File: src/rtl/alarm_scheduler.sv
// Multi-slot alarm scheduler for the real-time clock core.
// Holds NUM_SLOTS programmable HH:MM alarm times, matches them against the
// BCD time of day at the top of each minute, picks the lowest matching slot
// and runs the ring / snooze / timeout sequence.
// Optional feature macro: ALARM_ONESHOT_EN adds a per-slot one-shot bit
// (input wr_oneshot) that disarms a slot when it fires.
module alarm_scheduler #(
   parameter int NUM_SLOTS        = 4,
   parameter int SNOOZE_SEC       = 300,
   parameter int RING_TIMEOUT_SEC = 60,
   parameter int MAX_SNOOZE       = 3,
   localparam int SLOT_W          = (NUM_SLOTS > 1) ? $clog2(NUM_SLOTS) : 1
) (
   input  logic              clk_1s,
   input  logic              reset,
   input  logic [21:0]       cur_time,
   input  logic              wr_en,
   input  logic [SLOT_W-1:0] wr_slot,
   input  logic [13:0]       wr_hhmm,
   input  logic              wr_enable,
`ifdef ALARM_ONESHOT_EN
   input  logic              wr_oneshot,
`endif
   input  logic              snooze,
   input  logic              stop,
   output logic              alarm,
   output logic [SLOT_W-1:0] active_slot,
   output logic              snoozing,
   output logic [11:0]       snooze_left,
   output logic              missed
);

   typedef enum logic [1:0] {IDLE, RING, SNOOZE} state_t;

   localparam logic [11:0] SNOOZE_LOAD  = 12'(SNOOZE_SEC);
   localparam logic [11:0] TIMEOUT_LAST = 12'(RING_TIMEOUT_SEC - 1);
   localparam logic [3:0]  SNOOZE_MAX   = 4'(MAX_SNOOZE);

   logic [13:0]          slot_hhmm [NUM_SLOTS];
   logic [NUM_SLOTS-1:0] slot_en;
`ifdef ALARM_ONESHOT_EN
   logic [NUM_SLOTS-1:0] slot_oneshot;
`endif

   state_t              state, state_nx;
   logic [11:0]         ring_timer, ring_timer_nx;
   logic [3:0]          snooze_cnt, snooze_cnt_nx;
   logic                alarm_nx, snoozing_nx, missed_nx;
   logic [SLOT_W-1:0]   active_slot_nx;
   logic [11:0]         snooze_left_nx;

   logic                wr_valid;
   logic                active_disable;
   logic                match_any;
   logic [SLOT_W-1:0]   winner;
   logic                fire;

   // Write qualification: out-of-range slot indices are dropped; a write that
   // disables the slot owning the current event aborts that event.
   always_comb begin
      wr_valid       = wr_en && (int'(wr_slot) < NUM_SLOTS);
      active_disable = wr_valid && !wr_enable && (wr_slot == active_slot);
   end

   // Match on pre-write slot contents at second 00; lowest index wins.
   always_comb begin
      match_any = 1'b0;
      winner    = '0;
      for (int i = NUM_SLOTS - 1; i >= 0; i--) begin
         if (slot_en[i] && (slot_hhmm[i] == cur_time[21:8]) && (cur_time[7:0] == 8'h00)) begin
            match_any = 1'b1;
            winner    = SLOT_W'(i);
         end
      end
      fire = (state == IDLE) && match_any;
   end

   // Slot storage; a configuration write overrides a same-edge one-shot disarm.
   always_ff @(posedge clk_1s or posedge reset) begin
      if (reset) begin
         for (int i = 0; i < NUM_SLOTS; i++) slot_hhmm[i] <= '0;
         slot_en <= '0;
`ifdef ALARM_ONESHOT_EN
         slot_oneshot <= '0;
`endif
      end else begin
`ifdef ALARM_ONESHOT_EN
         if (fire && slot_oneshot[winner]) slot_en[winner] <= 1'b0;
`endif
         if (wr_valid) begin
            slot_hhmm[wr_slot] <= wr_hhmm;
            slot_en[wr_slot]   <= wr_enable;
`ifdef ALARM_ONESHOT_EN
            slot_oneshot[wr_slot] <= wr_oneshot;
`endif
         end
      end
   end

   // State and registered outputs.
   always_ff @(posedge clk_1s or posedge reset) begin
      if (reset) begin
         state       <= IDLE;
         ring_timer  <= '0;
         snooze_cnt  <= '0;
         alarm       <= 1'b0;
         active_slot <= '0;
         snoozing    <= 1'b0;
         snooze_left <= '0;
         missed      <= 1'b0;
      end else begin
         state       <= state_nx;
         ring_timer  <= ring_timer_nx;
         snooze_cnt  <= snooze_cnt_nx;
         alarm       <= alarm_nx;
         active_slot <= active_slot_nx;
         snoozing    <= snoozing_nx;
         snooze_left <= snooze_left_nx;
         missed      <= missed_nx;
      end
   end

   // Next-state and next-output logic; stop outranks snooze, timeout is last.
   always_comb begin
      state_nx       = state;
      ring_timer_nx  = ring_timer;
      snooze_cnt_nx  = snooze_cnt;
      alarm_nx       = alarm;
      active_slot_nx = active_slot;
      snoozing_nx    = snoozing;
      snooze_left_nx = snooze_left;
      missed_nx      = missed;
      case (state)
         IDLE: begin
            if (stop) missed_nx = 1'b0;
            if (match_any) begin
               state_nx       = RING;
               alarm_nx       = 1'b1;
               active_slot_nx = winner;
               ring_timer_nx  = '0;
               snooze_cnt_nx  = '0;
            end
         end
         RING: begin
            if (active_disable || stop) begin
               state_nx = IDLE;
               alarm_nx = 1'b0;
            end else if (snooze && (snooze_cnt < SNOOZE_MAX)) begin
               state_nx       = SNOOZE;
               alarm_nx       = 1'b0;
               snoozing_nx    = 1'b1;
               snooze_left_nx = SNOOZE_LOAD;
               snooze_cnt_nx  = snooze_cnt + 4'd1;
            end else if (ring_timer == TIMEOUT_LAST) begin
               state_nx  = IDLE;
               alarm_nx  = 1'b0;
               missed_nx = 1'b1;
            end else begin
               ring_timer_nx = ring_timer + 12'd1;
            end
         end
         SNOOZE: begin
            if (active_disable || stop) begin
               state_nx       = IDLE;
               snoozing_nx    = 1'b0;
               snooze_left_nx = '0;
            end else if (snooze_left == 12'd1) begin
               state_nx       = RING;
               alarm_nx       = 1'b1;
               ring_timer_nx  = '0;
               snoozing_nx    = 1'b0;
               snooze_left_nx = '0;
            end else begin
               snooze_left_nx = snooze_left - 12'd1;
            end
         end
         default: begin
            state_nx    = IDLE;
            alarm_nx    = 1'b0;
            snoozing_nx = 1'b0;
         end
      endcase
   end

endmodule

File: config.mk
export PLATFORM = sky130hd
export DESIGN_NAME = alarm_scheduler
export DESIGN_NICKNAME = d
export VERILOG_FILES = /design/src/rtl/alarm_scheduler.sv
export SDC_FILE = /design/constraint.sdc
export NUM_CORES = 1
export LEC_CHECK = 0
export ABC_AREA = 1
export BUFFER_PORTS_ARGS = -buffer_cell sky130_fd_sc_hd__buf_2
export CORE_ASPECT_RATIO = 0.8
export CORE_MARGIN = 10
export CORE_UTILIZATION = 30
export DETAILED_ROUTE_END_ITERATION = 6
export REMOVE_ABC_BUFFERS = 1
export SETUP_SLACK_MARGIN = 0.05
export SYNTH_ARGS = -nofsm -noshare
export SYNTH_HDL_FRONTEND = slang
export SYNTH_SLANG_ARGS = --single-unit
File: constraint.sdc
create_clock -name clk_1s -period 4.45 [get_ports clk_1s]
set_clock_uncertainty 0.05 [all_clocks]
set_input_delay 0.2225 -clock clk_1s [delete_from_list [all_inputs] [get_ports clk_1s]]
set_output_delay 0.2225 -clock clk_1s [all_outputs]
set_load 0.05 [all_outputs]
# == Word-level counts from Yosys, hierarchy flattened ==
# Index checks and enable logic that the tools add are counted.
# word_totals
regBits,95
out_inout_bits,17
elab_cells,125
# classes
n_addsub,3
n_lt_le_gt_ge,5
n_eq_ne,20
mux,54
bitwise,2
reduce_logical,28
# op_table
cell,n
12-bit two-way mux,10
56-bit bitwise mux,1
14-bit equality test,4
12-bit case mux with 3 select lines,1
14-bit demux with 2-bit select,1
12-bit case mux with 2 select lines,1
2-bit two-way mux,10
1-bit two-way mux,19
2-bit != test (second input constant),9
14-bit two-way mux,1
1-bit logical AND,13
12-bit by 1-bit adder with 12-bit output (second input constant),1
12-bit by 1-bit equality test with 1-bit output (second input constant),1
12-bit by 6-bit equality test with 1-bit output (second input constant),1
4-bit two-way mux,3
4-bit AND reduction,3
12-bit by 1-bit subtractor with 12-bit output (second input constant),1
8-bit zero test,1
4-bit case mux with 2 select lines,1
7-bit AND reduction,1
1-bit case mux with 3 select lines,2
2-bit case mux with 3 select lines,1
3-bit AND reduction,2
5-bit AND reduction,1
22 further kinds,23

# == Logic depth before layout (Yosys ltp) ==
# logic_depth
ltp_word,9
mapped_depth,15
ltp_nobuf,13

# == Worst setup path before layout ==
# OpenSTA, ideal clock, no wires.
# synth_path
path_kind,register -> register
startpoint,register snooze_left[0]
endpoint,register ring_timer[7]
setup_ns,0.117
arrival_time_ns,1.760
required_time_ns,4.283
path_slack_ns,2.523
stages_incl_launch_ff,12
path_buffers,1
period_less_slack_ns,1.927
cell_sequence,dfrtp_1 > ha_1 > nand2_1 > nor2_1 > nand2_1 > o21ai_2 > nand2_2 > nor2_4 > nand2_4 > buf_6 > nand2_1 > nand2_1
# synth_via
elab_chain_len,3
# synth_lines
item,line,rtl
from (decl),29,"output logic [11:0] snooze_left,"
from (signal assigned),118,snooze_left <= snooze_left_nx;
12-bit by 1-bit equality test with 1-bit output,167,end else if (snooze_left == 12'd1) begin
2-bit != test (no source line),-,
7-bit AND reduction (no source line),-,
to (signal assigned),113,ring_timer <= ring_timer_nx;
to (decl),46,"logic [11:0] ring_timer, ring_timer_nx;"
# Every way passes these cells.
# A chain may end at the register's enable or synchronous reset.

# == Final worst setup path ==
# layout_path
startpoint,register snooze_left[1]
endpoint,register ring_timer[7]
# Same word-level chain as after synthesis.

==> flow_results.xml <==
<?xml version="1.0" encoding="UTF-8"?>
<metrics>
  <group name="routing">
    <metric name="final_antenna_net_count" unit="">0</metric>
    <metric name="routed_wl" unit="mm">13.3</metric>
    <metric name="avgRoutedWirePerCell" unit="um">13.1</metric>
    <metric name="drt-vias-per-instance" unit="">4.53</metric>
    <metric name="post_detailed_route_drc_marker_count" unit="">0</metric>
    <metric name="detailed_routing_iteration_count_for_the_pre_antenna_repair_pass" unit="">5</metric>
    <metric name="detailroute.via_count" unit="">4607</metric>
    <metric name="drt-initial-drc-count" unit="">323</metric>
  </group>
  <group name="clock_tree">
    <metric name="cts_inserted_buffers" unit="">9</metric>
    <metric name="source_to_sink_clock_delay_at_the_later_pin_of_the_worst_skew_pair" unit="ns">0.35</metric>
    <metric name="cts_resized" unit="">0</metric>
    <metric name="tritoncts" unit="">yes</metric>
    <metric name="cts_sinks" unit="">95</metric>
    <metric name="cts.repair_timing.setup_buffer_count" unit="">0</metric>
    <metric name="cts.hold.buffers_added" unit="">2</metric>
    <metric name="htree_levels" unit="">3</metric>
    <metric name="clock-root-buffer" unit="">sky130_fd_sc_hd__clkbuf_16</metric>
    <metric name="register_clock_pin_slew_on_the_reported_worst_setup_and_hold_paths" unit="ns">0.07</metric>
    <metric name="clock_path_buffers" unit="">2</metric>
  </group>
  <group name="layout">
    <metric name="drive_gt1_frac" unit="">0.139</metric>
    <metric name="num_antenna_cells" unit="">0</metric>
    <metric name="instances_no_fill" unit="">1017</metric>
    <metric name="seq_area" unit="sq mm">0.00238</metric>
    <metric name="net_count_final" unit="">835</metric>
    <metric name="final_core_utilization" unit="">0.355</metric>
    <metric name="multi_input_comb_area" unit="sq mm">0.00244</metric>
    <metric name="syn2layout_area_growth" unit="%">16.1</metric>
    <metric name="n_fill_cell" unit="">1883</metric>
  </group>
  <group name="sta">
    <metric name="slew_headroom" unit="">0.221</metric>
    <metric name="rsz0062_at_grt" unit="">no</metric>
    <metric name="setup_viol" unit="">0</metric>
    <metric name="post-route-period-util" unit="">0.450</metric>
    <metric name="period_needed" unit="ns">2.00</metric>
    <metric name="setup_total_negative_slack" unit="ns">0</metric>
    <metric name="max_clock_freq" unit="MHz">500</metric>
    <metric name="maxSlewViolCount" unit="">0</metric>
    <metric name="worst_pin_slew" unit="ns">1.17</metric>
    <metric name="hold_viol_final" unit="">0</metric>
  </group>
  <group name="floorplanning">
    <metric name="ios" unit="">61</metric>
    <metric name="dieHeight" unit="um">139</metric>
    <metric name="total_die_area" unit="sq mm">0.0234</metric>
    <metric name="effective_utilization_at_floorplan" unit="">0.306</metric>
    <metric name="floorplan.core_area" unit="sq mm">0.0173</metric>
    <metric name="fp.dieW" unit="um">169</metric>
    <metric name="placementRows" unit="">43</metric>
  </group>
  <group name="logic_synthesis">
    <metric name="synthArstFlopShare" unit="">1.00</metric>
    <metric name="synth_largest_type_area_fraction" unit="">0.449</metric>
    <metric name="yosys.area.top_type" unit="">sky130_fd_sc_hd__dfrtp_1</metric>
    <metric name="yosysWarningCount" unit="">0</metric>
    <metric name="mean_post_synth_cell_area" unit="sq um">7.25</metric>
    <metric name="syn_area" unit="sq mm">0.00530</metric>
    <metric name="share_of_the_synthesized_area_in_compound_gates_ao_oa_aoi_oai" unit="">0.104</metric>
    <metric name="synthTopCellsByArea" unit="">sky130_fd_sc_hd__dfrtp_1 (45%), sky130_fd_sc_hd__nand2_1 (17%), sky130_fd_sc_hd__o21ai_0 (6.9%)</metric>
    <metric name="main_combinational_cell_family_by_area_after_synthesis" unit="">simple AND/OR/NAND/NOR gates</metric>
    <metric name="count_of_different_cell_masters_after_synthesis" unit="">40</metric>
    <metric name="post_synth_adder_cell_area" unit="">0.00945</metric>
    <metric name="synth-edff-count" unit="">0</metric>
    <metric name="post_synth_and_or_nand_nor_area_fraction" unit="">0.312</metric>
    <metric name="post_synth_mux_area_share" unit="">0</metric>
    <metric name="ys_dominant_reg_cell" unit="">sky130_fd_sc_hd__dfrtp_1</metric>
    <metric name="ys_seq_area_frac" unit="">0.449</metric>
    <metric name="yosys_register_bits" unit="">95</metric>
    <metric name="yosys.area_share.xor_xnor" unit="">0.0347</metric>
    <metric name="synthesized_instance_count" unit="">731</metric>
  </group>
  <group name="power">
    <metric name="power.density" unit="mW/mm^2">461</metric>
    <metric name="total_leakage_power" unit="nW">3.18</metric>
    <metric name="vdd.ir_drop.worst" unit="mV">0.191</metric>
  </group>
  <group name="critical_path">
    <metric name="worstPathMaxFanout" unit="">13</metric>
    <metric name="worst-r2r-setup-slack" unit="ns">2.45</metric>
    <metric name="criticalPathCategory" unit="">flop to flop</metric>
    <metric name="worst_ep_required_time" unit="ns">4.64</metric>
    <metric name="critPathCaptureType" unit="">flop</metric>
    <metric name="crit_path_start_kind" unit="">flop</metric>
    <metric name="data_arrival_time_of_the_worst_path" unit="ns">2.19</metric>
  </group>
  <group name="grt">
    <metric name="grt_first_pass_wirelength" unit="mm">22.4</metric>
    <metric name="globalRouteTotalUtil" unit="">0.116</metric>
    <metric name="grt-ovfl-total" unit="">0</metric>
    <metric name="first_global_vias" unit="">4446</metric>
    <metric name="antenna_found_initial" unit="">0</metric>
    <metric name="grt_start_max_net_pins" unit="">62</metric>
  </group>
  <group name="hold_path">
    <metric name="timing.hold.worst.class" unit="">input pin to flop</metric>
  </group>
  <group name="run_status">
    <metric name="status" unit="">finished, final reports clean</metric>
  </group>
  <group name="placed_design">
    <metric name="place_congestion" unit="">0.845</metric>
    <metric name="dp_hpwl" unit="mm">9.95</metric>
    <metric name="dp_cells" unit="">999</metric>
    <metric name="port_buffers" unit="">60</metric>
  </group>
  <group name="flow_run">
    <metric name="max_capacitance_violation_count" unit="">0</metric>
  </group>
</metrics>
-- path summary, 6_finish.rpt --
| check | from | to | depth (start not counted) |
|---|---|---|---|
| worst min register to register | snooze_cnt[2] | snooze_cnt[2] | 2 |
| min in group asynchronous | reset | slot_hhmm[26] | 3 |
| worst max-delay path | snooze_left[1] | ring_timer[7] | 11 |
| max in group asynchronous | reset | slot_hhmm[7] | 4 |
| worst min-delay path | wr_hhmm[10] | slot_hhmm[24] | 3 |
| worst max register to register | snooze_left[1] | ring_timer[7] | 11 |
-- worst max-delay path, stage by stage, from the launching register on --
cell,delay [ns]
sky130_fd_sc_hd__dfrtp_1,0.43
sky130_fd_sc_hd__inv_1,0.10
sky130_fd_sc_hd__ha_1,0.14
sky130_fd_sc_hd__nand2_1,0.05
sky130_fd_sc_hd__nor2_1,0.11
sky130_fd_sc_hd__nand2_1,0.11
sky130_fd_sc_hd__o21ai_2,0.21
sky130_fd_sc_hd__nand2_2,0.09
sky130_fd_sc_hd__nor2_4,0.28
sky130_fd_sc_hd__nand2_4,0.17
sky130_fd_sc_hd__nand2_1,0.09
sky130_fd_sc_hd__nand2_1,0.05
-- cell usage in the layout, fill, tap and decap left out, types with 12 or more instances in the layout --
| cell | n |
|---|---|
| sky130_fd_sc_hd__inv_1 | 91 |
| sky130_fd_sc_hd__buf_2 | 60 |
| sky130_fd_sc_hd__o21ai_0 | 73 |
| sky130_fd_sc_hd__dfrtp_1 | 95 |
| sky130_fd_sc_hd__xnor2_1 | 16 |
| sky130_fd_sc_hd__nand2_1 | 240 |
| sky130_fd_sc_hd__nor2_1 | 64 |
| sky130_fd_sc_hd__nand3_1 | 31 |
| sky130_fd_sc_hd__nand4_1 | 12 |
| sky130_fd_sc_hd__a21oi_1 | 14 |
-- cells by family after synthesis --
| group | after synthesis |
|---|---|
| adder cells (fa/ha/maj) | 4 |
| buffers and inverters | 121 |
| XOR/XNOR | 21 |
| AO/OA/AOI/OAI | 105 |
| AND/OR/NAND/NOR | 385 |
| flip-flops | 95 |
-- cells in the mapped netlist (3+ instances only) --
library cell and n:
sky130_fd_sc_hd__nand2_1 240, sky130_fd_sc_hd__dfrtp_1 95, sky130_fd_sc_hd__inv_1 92, sky130_fd_sc_hd__o21ai_0 73
sky130_fd_sc_hd__nor2_1 64, sky130_fd_sc_hd__nand3_1 31, sky130_fd_sc_hd__xnor2_1 16, sky130_fd_sc_hd__a21oi_1 14
sky130_fd_sc_hd__clkbuf_1 12, sky130_fd_sc_hd__nand4_1 12, sky130_fd_sc_hd__inv_2 9, sky130_fd_sc_hd__nor3_1 8
sky130_fd_sc_hd__nor2_2 7, sky130_fd_sc_hd__o21ai_1 6, sky130_fd_sc_hd__xor2_1 5, sky130_fd_sc_hd__ha_1 4
sky130_fd_sc_hd__nor2_4 4, sky130_fd_sc_hd__or2_0 4, sky130_fd_sc_hd__a21boi_0 3
-- metal layers --
layer | track usage | vias to the layer above | share of wire
met1 | 0.165 | 2103 | 0.52
met4 | 0.0302 | 0 | 0.010
met2 | 0.167 | 89 | 0.42
met5 | 0 | - | 0
met3 | 0.0317 | 11 | 0.048
li1 | - | 2404 | -
-- final cells by class --
| type | instances | area share |
|---|---|---|
| Timing Repair Buffer | 64 | 0.0545 |
| Clock inverter | 5 | 0.0130 |
| Sequential cell | 95 | 0.386 |
| Clock buffer | 11 | 0.0411 |
| Inverter | 102 | 0.0630 |
| Multi-Input combinational cell | 515 | 0.396 |
| Tap cell | 225 | 0.0458 |
-- sequential cells by signal (all words and copies together) (netlist names) --
name         flops
slot_hhmm       56
ring_timer      12
snooze_left     12
slot_en          4
snooze_cnt       4
active_slot      2
state            2
alarm            1
missed           1
snoozing         1
-- metrics by stage --
step | power [mW] | hold slack (ns) | cell area, sq um | worst slack (ns)
after detailed placement | 2.00 | 0.377 | 5800 | 2.43
final | 2.83 | 0.136 | 6150 | 2.45
after CTS | 2.87 | 0.126 | 6150 | 2.44
after global placement | 1.99 | 0.369 | 5800 | 2.46
after global routing | 3.03 | 0.155 | 6150 | 2.27
after floorplan | 1.76 | 0.259 | 5200 | 1.70
-- where the power goes --
| group | internal, mW | switching [mW] |
|---|---|---|
| registers | 0.998 | 0.119 |
| clock network | 0.522 | 0.335 |
| logic | 0.256 | 0.604 |
(Power assumes the default switching activity.)
